**config.mk**
```make
export PLATFORM = sky130hd
export DESIGN_NAME = pri_enc_pending
export DESIGN_NICKNAME = d
export VERILOG_FILES = /design/src/rtl/pri_enc_pkg.sv /design/src/rtl/pri_enc_find.sv /design/src/rtl/pri_enc_pending.sv
export SDC_FILE = /design/constraint.sdc
export NUM_CORES = 1
export LEC_CHECK = 0
export CAP_MARGIN = 20
export CORE_MARGIN = 4
export CORE_UTILIZATION = 41
export CTS_BUF_LIST = sky130_fd_sc_hd__clkbuf_4
export DETAILED_ROUTE_END_ITERATION = 8
export PLACE_DENSITY = 0.86
export SLEW_MARGIN = 20
export SYNTH_ARGS = -nofsm -noshare
export SYNTH_HDL_FRONTEND = slang
export SYNTH_SLANG_ARGS = --single-unit
export TNS_END_PERCENT = 100
```
**constraint.sdc**
```tcl
create_clock -name clk -period 1.88 [get_ports clk]
set_clock_uncertainty 0.2 [all_clocks]
set_input_delay 0.376 -clock clk [delete_from_list [all_inputs] [get_ports clk]]
set_output_delay 0.376 -clock clk [all_outputs]
set_load 0.005 [all_outputs]
```
**src/rtl/pri_enc_pkg.sv**
```systemverilog
`default_nettype none
// ============================================================================
// Module      : pri_enc_pkg
// Description : Shared constants and helpers for the pending-request priority
//               encoder (index width and one-hot decode).
// Revision    : 1.0 - initial release
// ============================================================================
package pri_enc_pkg;

    localparam int MAX_N = 64;

    // Ceiling log2, evaluated at elaboration for index widths.
    function automatic int clog2(input int value);
        int result;
        result = 0;
        for (int i = 0; i < 32; i++) begin
            if ((64'd1 << i) < 64'(value)) begin
                result = i + 1;
            end
        end
        return result;
    endfunction

    // One-hot decode of idx, limited to the low n bits.
    function automatic logic [MAX_N-1:0] onehot(input int idx, input int n);
        logic [MAX_N-1:0] result;
        result = '0;
        for (int i = 0; i < MAX_N; i++) begin
            result[i] = (i == idx) && (i < n);
        end
        return result;
    endfunction

endpackage : pri_enc_pkg
`default_nettype wire

```
**src/rtl/pri_enc_find.sv**
```systemverilog
`default_nettype none
// ============================================================================
// Module      : pri_enc_find
// Description : Combinational search of a request vector, starting at index
//               'start' and moving downward with wrap from 0 to N-1.
// Revision    : 1.0 - initial release
// ============================================================================
module pri_enc_find
    import pri_enc_pkg::*;
#(
    parameter int N = 8,
    parameter int W = clog2(N)
) (
    input  logic [N-1:0] vec,
    input  logic [W-1:0] start,
    output logic [W-1:0] idx,
    output logic         found
);

    logic [W-1:0] w_pos;

    // First hit in search order wins; later hits are masked by 'found'.
    always_comb begin
        found = 1'b0;
        idx   = '0;
        w_pos = '0;
        for (int k = 0; k < N; k++) begin
            w_pos = W'((int'(start) + N - k) % N);
            if (!found && vec[w_pos]) begin
                found = 1'b1;
                idx   = w_pos;
            end
        end
    end

endmodule : pri_enc_find
`default_nettype wire

```
**src/rtl/pri_enc_pending.sv**
```systemverilog
`default_nettype none
// ============================================================================
// Module      : pri_enc_pending
// Description : Sticky pending-request register with a valid/ready index
//               output; each request bit is reported once and then cleared.
//               Define PRI_ENC_RR_EN for rotating priority (fixed otherwise).
// Revision    : 1.0 - initial release
// ============================================================================
module pri_enc_pending
    import pri_enc_pkg::*;
#(
    parameter  int N = 8,
    localparam int W = clog2(N)
) (
    input  logic         clk,
    input  logic         rst,
    input  logic         en,
    input  logic [N-1:0] req_in,
    input  logic         out_ready,
    output logic         out_valid,
    output logic [W-1:0] out_idx,
    output logic [N-1:0] pending,
    output logic         busy
);

    localparam logic [W-1:0] c_top_idx = W'(N - 1);

    logic [N-1:0] r_pending;
    logic         r_out_valid;
    logic [W-1:0] r_out_idx;

    logic [N-1:0] w_set;
    logic [N-1:0] w_clr;
    logic         w_slot;
    logic         w_grant;
    logic         w_found;
    logic [W-1:0] w_g_idx;
    logic [W-1:0] w_start;

`ifdef PRI_ENC_RR_EN
    logic [W-1:0] r_rr_ptr;

    // Search begins just below the last granted index, wrapping past 0.
    assign w_start = (r_rr_ptr == '0) ? c_top_idx : r_rr_ptr - 1'b1;

    always_ff @(posedge clk) begin
        if (rst) begin
            r_rr_ptr <= c_top_idx;
        end else if (w_grant) begin
            r_rr_ptr <= w_g_idx;
        end
    end
`else
    assign w_start = c_top_idx;
`endif

    pri_enc_find #(
        .N (N),
        .W (W)
    ) u_find (
        .vec   (r_pending),
        .start (w_start),
        .idx   (w_g_idx),
        .found (w_found)
    );

    assign w_set   = en ? req_in : '0;
    assign w_slot  = !r_out_valid || out_ready;
    // found is exactly |r_pending, so this is slot & |pending.
    assign w_grant = w_slot && w_found;
    assign w_clr   = w_grant ? N'(onehot(int'(w_g_idx), N)) : '0;

    always_ff @(posedge clk) begin
        if (rst) begin
            r_pending   <= '0;
            r_out_valid <= 1'b0;
            r_out_idx   <= '0;
        end else begin
            r_pending <= (r_pending & ~w_clr) | w_set;
            if (w_slot) begin
                r_out_valid <= w_grant;
                if (w_grant) begin
                    r_out_idx <= w_g_idx;
                end
            end
        end
    end

    assign out_valid = r_out_valid;
    assign out_idx   = r_out_idx;
    assign pending   = r_pending;
    assign busy      = (|r_pending) || r_out_valid;

endmodule : pri_enc_pending
`default_nettype wire

```
Word level (Yosys, flattened, before mapping) --
Index checks and enable logic that the tools add are counted.
Storage, ports and cells: bits in registers 12, bits in latches 0, bits in writable memories 0, memory bits (read-only) 0, input bits 12, output and inout port bits 13, logic and storage cells 52, memories 0
Cells by class: $add $sub $neg 0, $mul 0, div/mod/pow operators 0, magnitude comparators 0, eq/ne operators 7, shift operators 0, mux-type cells 18, bitwise operators 3, reduce and logical (&&, ||, !) cells 21
Operator list (count):
- 2-to-1 mux 3 bit | 8
- 2-to-1 mux 8 bit | 2
- == test 3 bit (first input constant) | 4
- AND 8 bit | 1
- logical AND 1 bit | 8
- logical NOT 1 bit | 8
- 2-to-1 mux 1 bit | 8
- inverter 8 bit | 1
- bitwise OR 8 bit | 1
- OR reduction 8 bit | 1
- == test 2 x 3 -> 1 bit (first input constant) | 2
- == test 1 x 3 -> 1 bit (first input constant) | 1
- logical NOT 3 bit | 1
- logical OR 1 bit | 2
- AND reduction 2 bit | 1

Longest topological paths before layout --
Gate-level depths: netlist of the first run.
word-level depth 27, gate-level depth with buffers 4, depth with buffers taken out 4

Modules after synthesis --
From an unflattened synthesis of the first run, not the netlist that was laid out.
Second synthesis, totals: cells, all modules 175, area, all modules 1639.1 um^2
Modules (own cells, without submodules):
- pri_enc_find | times used 1, cells each 113, area each 1049.8 um^2, seq. area each 0.0 um^2
- pri_enc_pending | times used 1, cells each 62, area each 589.3 um^2, seq. area each 240.2 um^2

Least setup slack after synthesis of the first run --
OpenSTA, ideal clock, no wires.
path kind register to output, start point reg r_pending[4] (netlist: pending[4]), end point out busy, arrival time 888 ps, required time 1304 ps, setup slack 416 ps, cell stages (with the launch flop) 3, path buffers 0, cells stage by stage dfxtp_1 -> nor4_4 -> nand3b_1
Between the ends: longest elaborated chain between the ends 2
RTL lines:
- start: declaration | RTL line pri_enc_pending.sv:28 | logic [N-1:0] r_pending;
- start signal: assignment | RTL line pri_enc_pending.sv:79 | r_pending <= (r_pending & ~w_clr) | w_set;
- OR reduction 8 bit | RTL line pri_enc_pending.sv:92 | assign busy = (|r_pending) || r_out_valid;
- logical OR 1 bit | RTL line pri_enc_pending.sv:92
- end: declaration | RTL line pri_enc_pending.sv:23 | output logic busy
Every way passes these cells.

Worst setup path after layout of the first run --
start point reg r_pending[3] (netlist: pending[3]), end point out pending[3]
RTL lines:
- end: declaration | RTL line pri_enc_pending.sv:22 | output logic [N-1:0] pending,
No word-level cell between the ends.

==> flow_metrics.tcl, run 1 <==
set metrics [dict create \
    worst-path-buf-inv 1 \
    h-tree-depth 1 \
    period_needed_ns 1.846 \
    critical_path.endpoint_type "output port" \
    cts_buffers 3 \
    finalSetupTns_ns 0 \
    grt_pass1_vias 486 \
    num_vias 589 \
    max_freq_mhz 541.6 \
    synth_cells 64 \
    grt_pass1_wl_um 2256 \
    dp_hpwl_um 1112 \
    relSlewSlack_pct 69.49 \
    ant_nets 0 \
    clk_latency_ns 0.28 \
    grt_overflow 0 \
    syn_area_um2 555.5 \
    yosysSeqAreaShare_pct 43.24 \
    drt_first_pass_iters 4 \
    syn_avg_cell_area_um2 8.680 \
    dieArea_um2 2008 \
    synth_top_area_share_pct 43.24 \
    cap_violations 0 \
    cts_setup_buffers 0 \
    drive_gt1_share_pct 23.40 \
    drtIter0Drc 17 \
    hp-class "flop to flop" \
    yosys_register_bits 12 \
    antenna_found_initial 0 \
    worstPathRequired_ns 1.30 \
    clk_transition_reported_paths_ns 0.07 \
    yosysTopAreaCell "dfxtp_1" \
    routabilityCongestion 0.8131 \
    clockPowerShare_pct 24.3 \
    synthToLayoutAreaGrowth_pct 58.78 \
    hold_viol 0 \
    rows 13 \
    ys.flop_type "dfxtp_1" \
    ys_warn_count 0 \
    power_uw 651.7 \
    worst_pin_slew_ns 0.4562 \
    routed_wl_um 1505 \
    viasPerCell 5.404 \
    finalSetupViolCount 0 \
    syn_nets 76 \
    core_um2 1285 \
    dp_cells 106 \
    cts_buffer_depth 2 \
    wl_per_cell_um 13.81 \
    switchingPower_uw 184.3 \
    rsz0062_at_grt "no" \
    critPathKind "flop to output port" \
    start_util_pct 43.23 \
    root_buffer "clkbuf_4" \
    ys_types 23 \
    nNetsFinal 108 \
    swShare_pct 28.27 \
    start_kind "flop" \
    pin_count 25 \
    cp.arrival_ns 1.27 \
    crit_fanout 5 \
    grt_start_max_net_pins 13 \
    fin_util_pct 68.65 \
    io_buffers 24 \
    n_antenna_cell 0 \
    power_density_nw_per_um2 738.8 \
    outcome "completed" \
    final_cells 109 \
    path_cells "clkdlybuf4s50_1" \
    synth.area.top_cells "dfxtp_1 43%, a21oi_1 5.4%, nand2_1 5.4%, nor2_1 4.7%, o21ai_0 4.5%" \
    ir_drop_uv 463.7 \
    critPathSlowestCell "clkdlybuf4s50_1" \
    crit_path_max_incr_delay_ns 0.55 \
    die_w_um 44.81 \
    cts_tree "done" \
    async_flop_share_pct 0 \
    grt_use_total_pct 15.86 \
    fillers 117 \
    cts.sinks 12 \
    pwr-share-comb_pct 29.1 \
    synth_common_cells "12 x dfxtp_1, 8 x nand2_1, 7 x nor2_1" \
    drv_slew 0 \
    crit_family "buffers and inverters" \
    internal-power_uw 467.4 \
    drc_errors 0 \
    synth_edf_count 0 \
    die_h_um 44.81 \
    synth.most_common_cell "dfxtp_1" \
    seqPwrFrac_pct 46.5 \
    p_leak_nw 0.3625 \
    timing.final.crit_share_pct 98.21 \
]
## flip-flops by register name (all words and copies together), names as in the netlist
signal / cells
out_idx: 3
out_valid: 1
pending: 8
## power groups by stage
stage	sequential (mW)	combinational [mW]	clock, mW
floorplan	0.308	0.0830	0
global placement	0.304	0.188	0
detailed placement	0.306	0.190	0
CTS	0.303	0.192	0.162
global route	0.307	0.207	0.172
finish	0.303	0.190	0.159
## repair_timing
action / 4_1_cts / 5_1_grt
resized for setup: 7 / 7
hold buffers: 0 / 0
endpoints found under the setup margin: 4 / 5
pin swaps: 3 / 2
## final timing paths
kind / startpoint / endpoint / slack [ns] / depth (start not counted)
worst min register to register: out_idx[1] / out_idx[1] / 0.30 / 2
worst min-delay path: out_idx[1] / out_idx[1] / 0.30 / 2
worst max-delay path: pending[3] / pending[3] / 0.03 / 1
worst max register to register: pending[4] / pending[0] / 0.34 / 5
## through the flow
step	instance area [um2]	hold WS [ns]	setup slack, ns
floorplan	555.5	0.2481	0.4155
global placement	839.6	0.2890	0.004244
detailed placement	839.6	0.2924	-0.04571
CTS	875.8	0.3026	0.01815
global route	882.1	0.3280	0.007827
finish	882.1	0.2969	0.03362
## cell type report
class | count | area [um2] | area share [%]
multi-input cells | 50 | 311.5 | 35.32
flip-flops and latches | 12 | 251.5 | 28.51
clock buffers | 3 | 22.52 | 2.553
well taps | 15 | 18.77 | 2.128
repair buffers | 29 | 277.8 | 31.49
## per-layer routing
layer  part of all wire [%]  vias up  track usage [%]  wire, um
met3                    7.8        5            4.781       117
met4                    2.3        0            8.772        34
met5                      0        -                0         0
met2                     47       24            23.50       702
li1                       -      298                -         -
met1                     43      262            20.44       650
## kinds of logic after synthesis
group / synth area share (%)
AND/OR/NAND/NOR: 28.60
buffers and inverters: 2.252
flip-flops: 43.24
AO/OA/AOI/OAI: 25.90
## placed cells by master (no fill, tap or decap), drive strengths merged
cell type,netlist,routed
nor2b,1,1
dfxtp,12,12
nand3b,1,1
a31oi,1,1
dlymetal6s2s,0,2
nor4,2,2
o21ai,5,5
a21oi,8,8
nand2,8,8
nor3,3,3
clkdlybuf4s50,0,21
a311oi,2,2
nand2b,3,3
o21ba,1,1
buf,2,5
or3,1,1
a211oi,2,2
a22oi,2,2
o21bai,1,1
and2b,1,1
nor2,7,7
nand3,1,1
clkbuf,0,4
(Power assumes the default switching activity.)
==> inputs of run 2 (changes only) <==
Settings changed: CORE_UTILIZATION 41 to 37, PLACE_DENSITY 0.86 to 0.77, SKIP_CTS_REPAIR_TIMING set to 1.
Clock period 1.88 ns to 1.65 ns, I/O delays scaled along.
==> flow_metrics.tcl, run 2 (synthesis results as in run 1) <==
set metrics [dict create \
    rows 13 \
    wl_per_cell_um 12.94 \
    hold_depth 2 \
    p_leak_nw 0.5152 \
    hold_viol 0 \
    grt_overflow 0 \
    critPathLaunch "pending[1]" \
    grt_start_max_net_pins 13 \
    seqPwrFrac_pct 45.2 \
    drv_slew 0 \
    viasPerCell 5.086 \
    clk_latency_ns 0.27 \
    outcome "finished with violations" \
    start_util_pct 41.15 \
    dieArea_um2 2186 \
    drtIter0Drc 3 \
    relSlewSlack_pct 68.95 \
    dp_hpwl_um 1146 \
    critPathKind "flop to output port" \
    grt_use_total_pct 14.17 \
    violations "setup timing" \
    num_vias 590 \
    clk_transition_reported_paths_ns 0.07 \
    min-delay-start "out_idx[2]" \
    core_um2 1350 \
    pwr-share-comb_pct 31.3 \
    fillers 117 \
    swShare_pct 27.54 \
    grt_pass1_vias 546 \
    timing.final.crit_share_pct 104.4 \
    finalSetupViolCount 2 \
    die_w_um 46.75 \
    layout.cells.most_common_list "13 x clkdlybuf4s50_1, 12 x buf_4, 11 x dlymetal6s2s_1" \
    nNetsFinal 115 \
    worstPathRequired_ns 1.12 \
    ant_nets 0 \
    cts_buffers 3 \
    ir_drop_uv 589.6 \
    start_kind "flop" \
    antenna_found_initial 0 \
    largest_reg_flops 8 \
    drt_first_pass_iters 4 \
    drive_gt1_share_pct 28.71 \
    h-tree-depth 1 \
    fin_util_pct 70.53 \
    period_needed_ns 1.723 \
    power_density_nw_per_um2 783.5 \
    grt_pass1_wl_um 2152 \
    ff2ff_path_depth 4 \
    mostFrequentLayoutCell "clkdlybuf4s50_1" \
    synthToLayoutAreaGrowth_pct 71.40 \
    dpl_worst_slack_ns -0.2030 \
    routabilityCongestion 0.8375 \
    cts_buffer_depth 2 \
    critical_path.endpoint_type "output port" \
    cap_violations 0 \
    holdWs_ns 0.2938 \
    worstReg2RegStart "pending[6]" \
    cts.sinks 12 \
    n_antenna_cell 0 \
    crit_fanout 2 \
    cts_tree "done" \
    clockPowerShare_pct 23.5 \
    worst_pin_slew_ns 0.4644 \
    setup_ws_ns -0.07320 \
    root_buffer "clkbuf_4" \
    hp-class "flop to flop" \
    max_freq_mhz 580.3 \
    internal-power_uw 540.6 \
    cp.arrival_ns 1.19 \
    routed_wl_um 1501 \
    pin_count 25 \
    drc_errors 0 \
    die_h_um 46.75 \
    rsz0062_at_grt "yes" \
    finalSetupTns_ns -0.09986 \
    switchingPower_uw 205.5 \
    io_buffers 24 \
]
[run 2: cell count changes in the layout (fill, tap and decap cells not counted), moves of 2 or more]
cell	previous run	this run
clkdlybuf4s50_1	21	13
buf_4	5	12
dfxtp_2	6	8
dlymetal6s2s_1	2	11
[run 2: worst max-delay path, stage by stage (launching register included)]
cell	delay, ns
dfxtp_2	0.32
nor4_2	0.33
nand3b_1	0.11
dlymetal6s2s_1	0.16
[run 2: final timing paths]
kind	slack [ns]	to
max	-0.07	busy
min	0.29	out_idx[2]
max reg2reg	0.12	pending[4]
min reg2reg	0.29	out_idx[2]
[run 2: power groups by stage]
stage / clock network (mW) / logic [mW] / registers, mW
4_1_cts: 0.183 / 0.237 / 0.336
3_3_place_gp: 0 / 0.234 / 0.341
5_1_grt: 0.195 / 0.258 / 0.341
3_5_place_dp: 0 / 0.237 / 0.342
2_1_floorplan: 0 / 0.0945 / 0.351
6_report: 0.175 / 0.234 / 0.337
[run 2: layout make-up]
type,instances,area (um2),share of cell area [%]
flip-flops and latches,12,250.2,26.28
clock buffers,3,22.52,2.365
multi-input cells,50,302.8,31.80
well taps,15,18.77,1.971
repair buffers,36,357.8,37.58
[run 2: stage by stage]
step                instance area [um2]  std cells  power, mW
global placement                  884.6        112     0.5755
global route                      952.2        116     0.7940
CTS                               907.1        115     0.7560
finish                            952.2        116     0.7460
floorplan                         555.5         64     0.4452
detailed placement                884.6        112     0.5792
[run 2: per-layer routing]
metal  GRT usage, %  share of wire, %  vias to the layer above
met2          24.73                50                       20
met1          15.55                42                      258
met4          4.972               1.5                        0
li1               -                 -                      308
met3          5.747               6.7                        4
met5              0                 0                        -
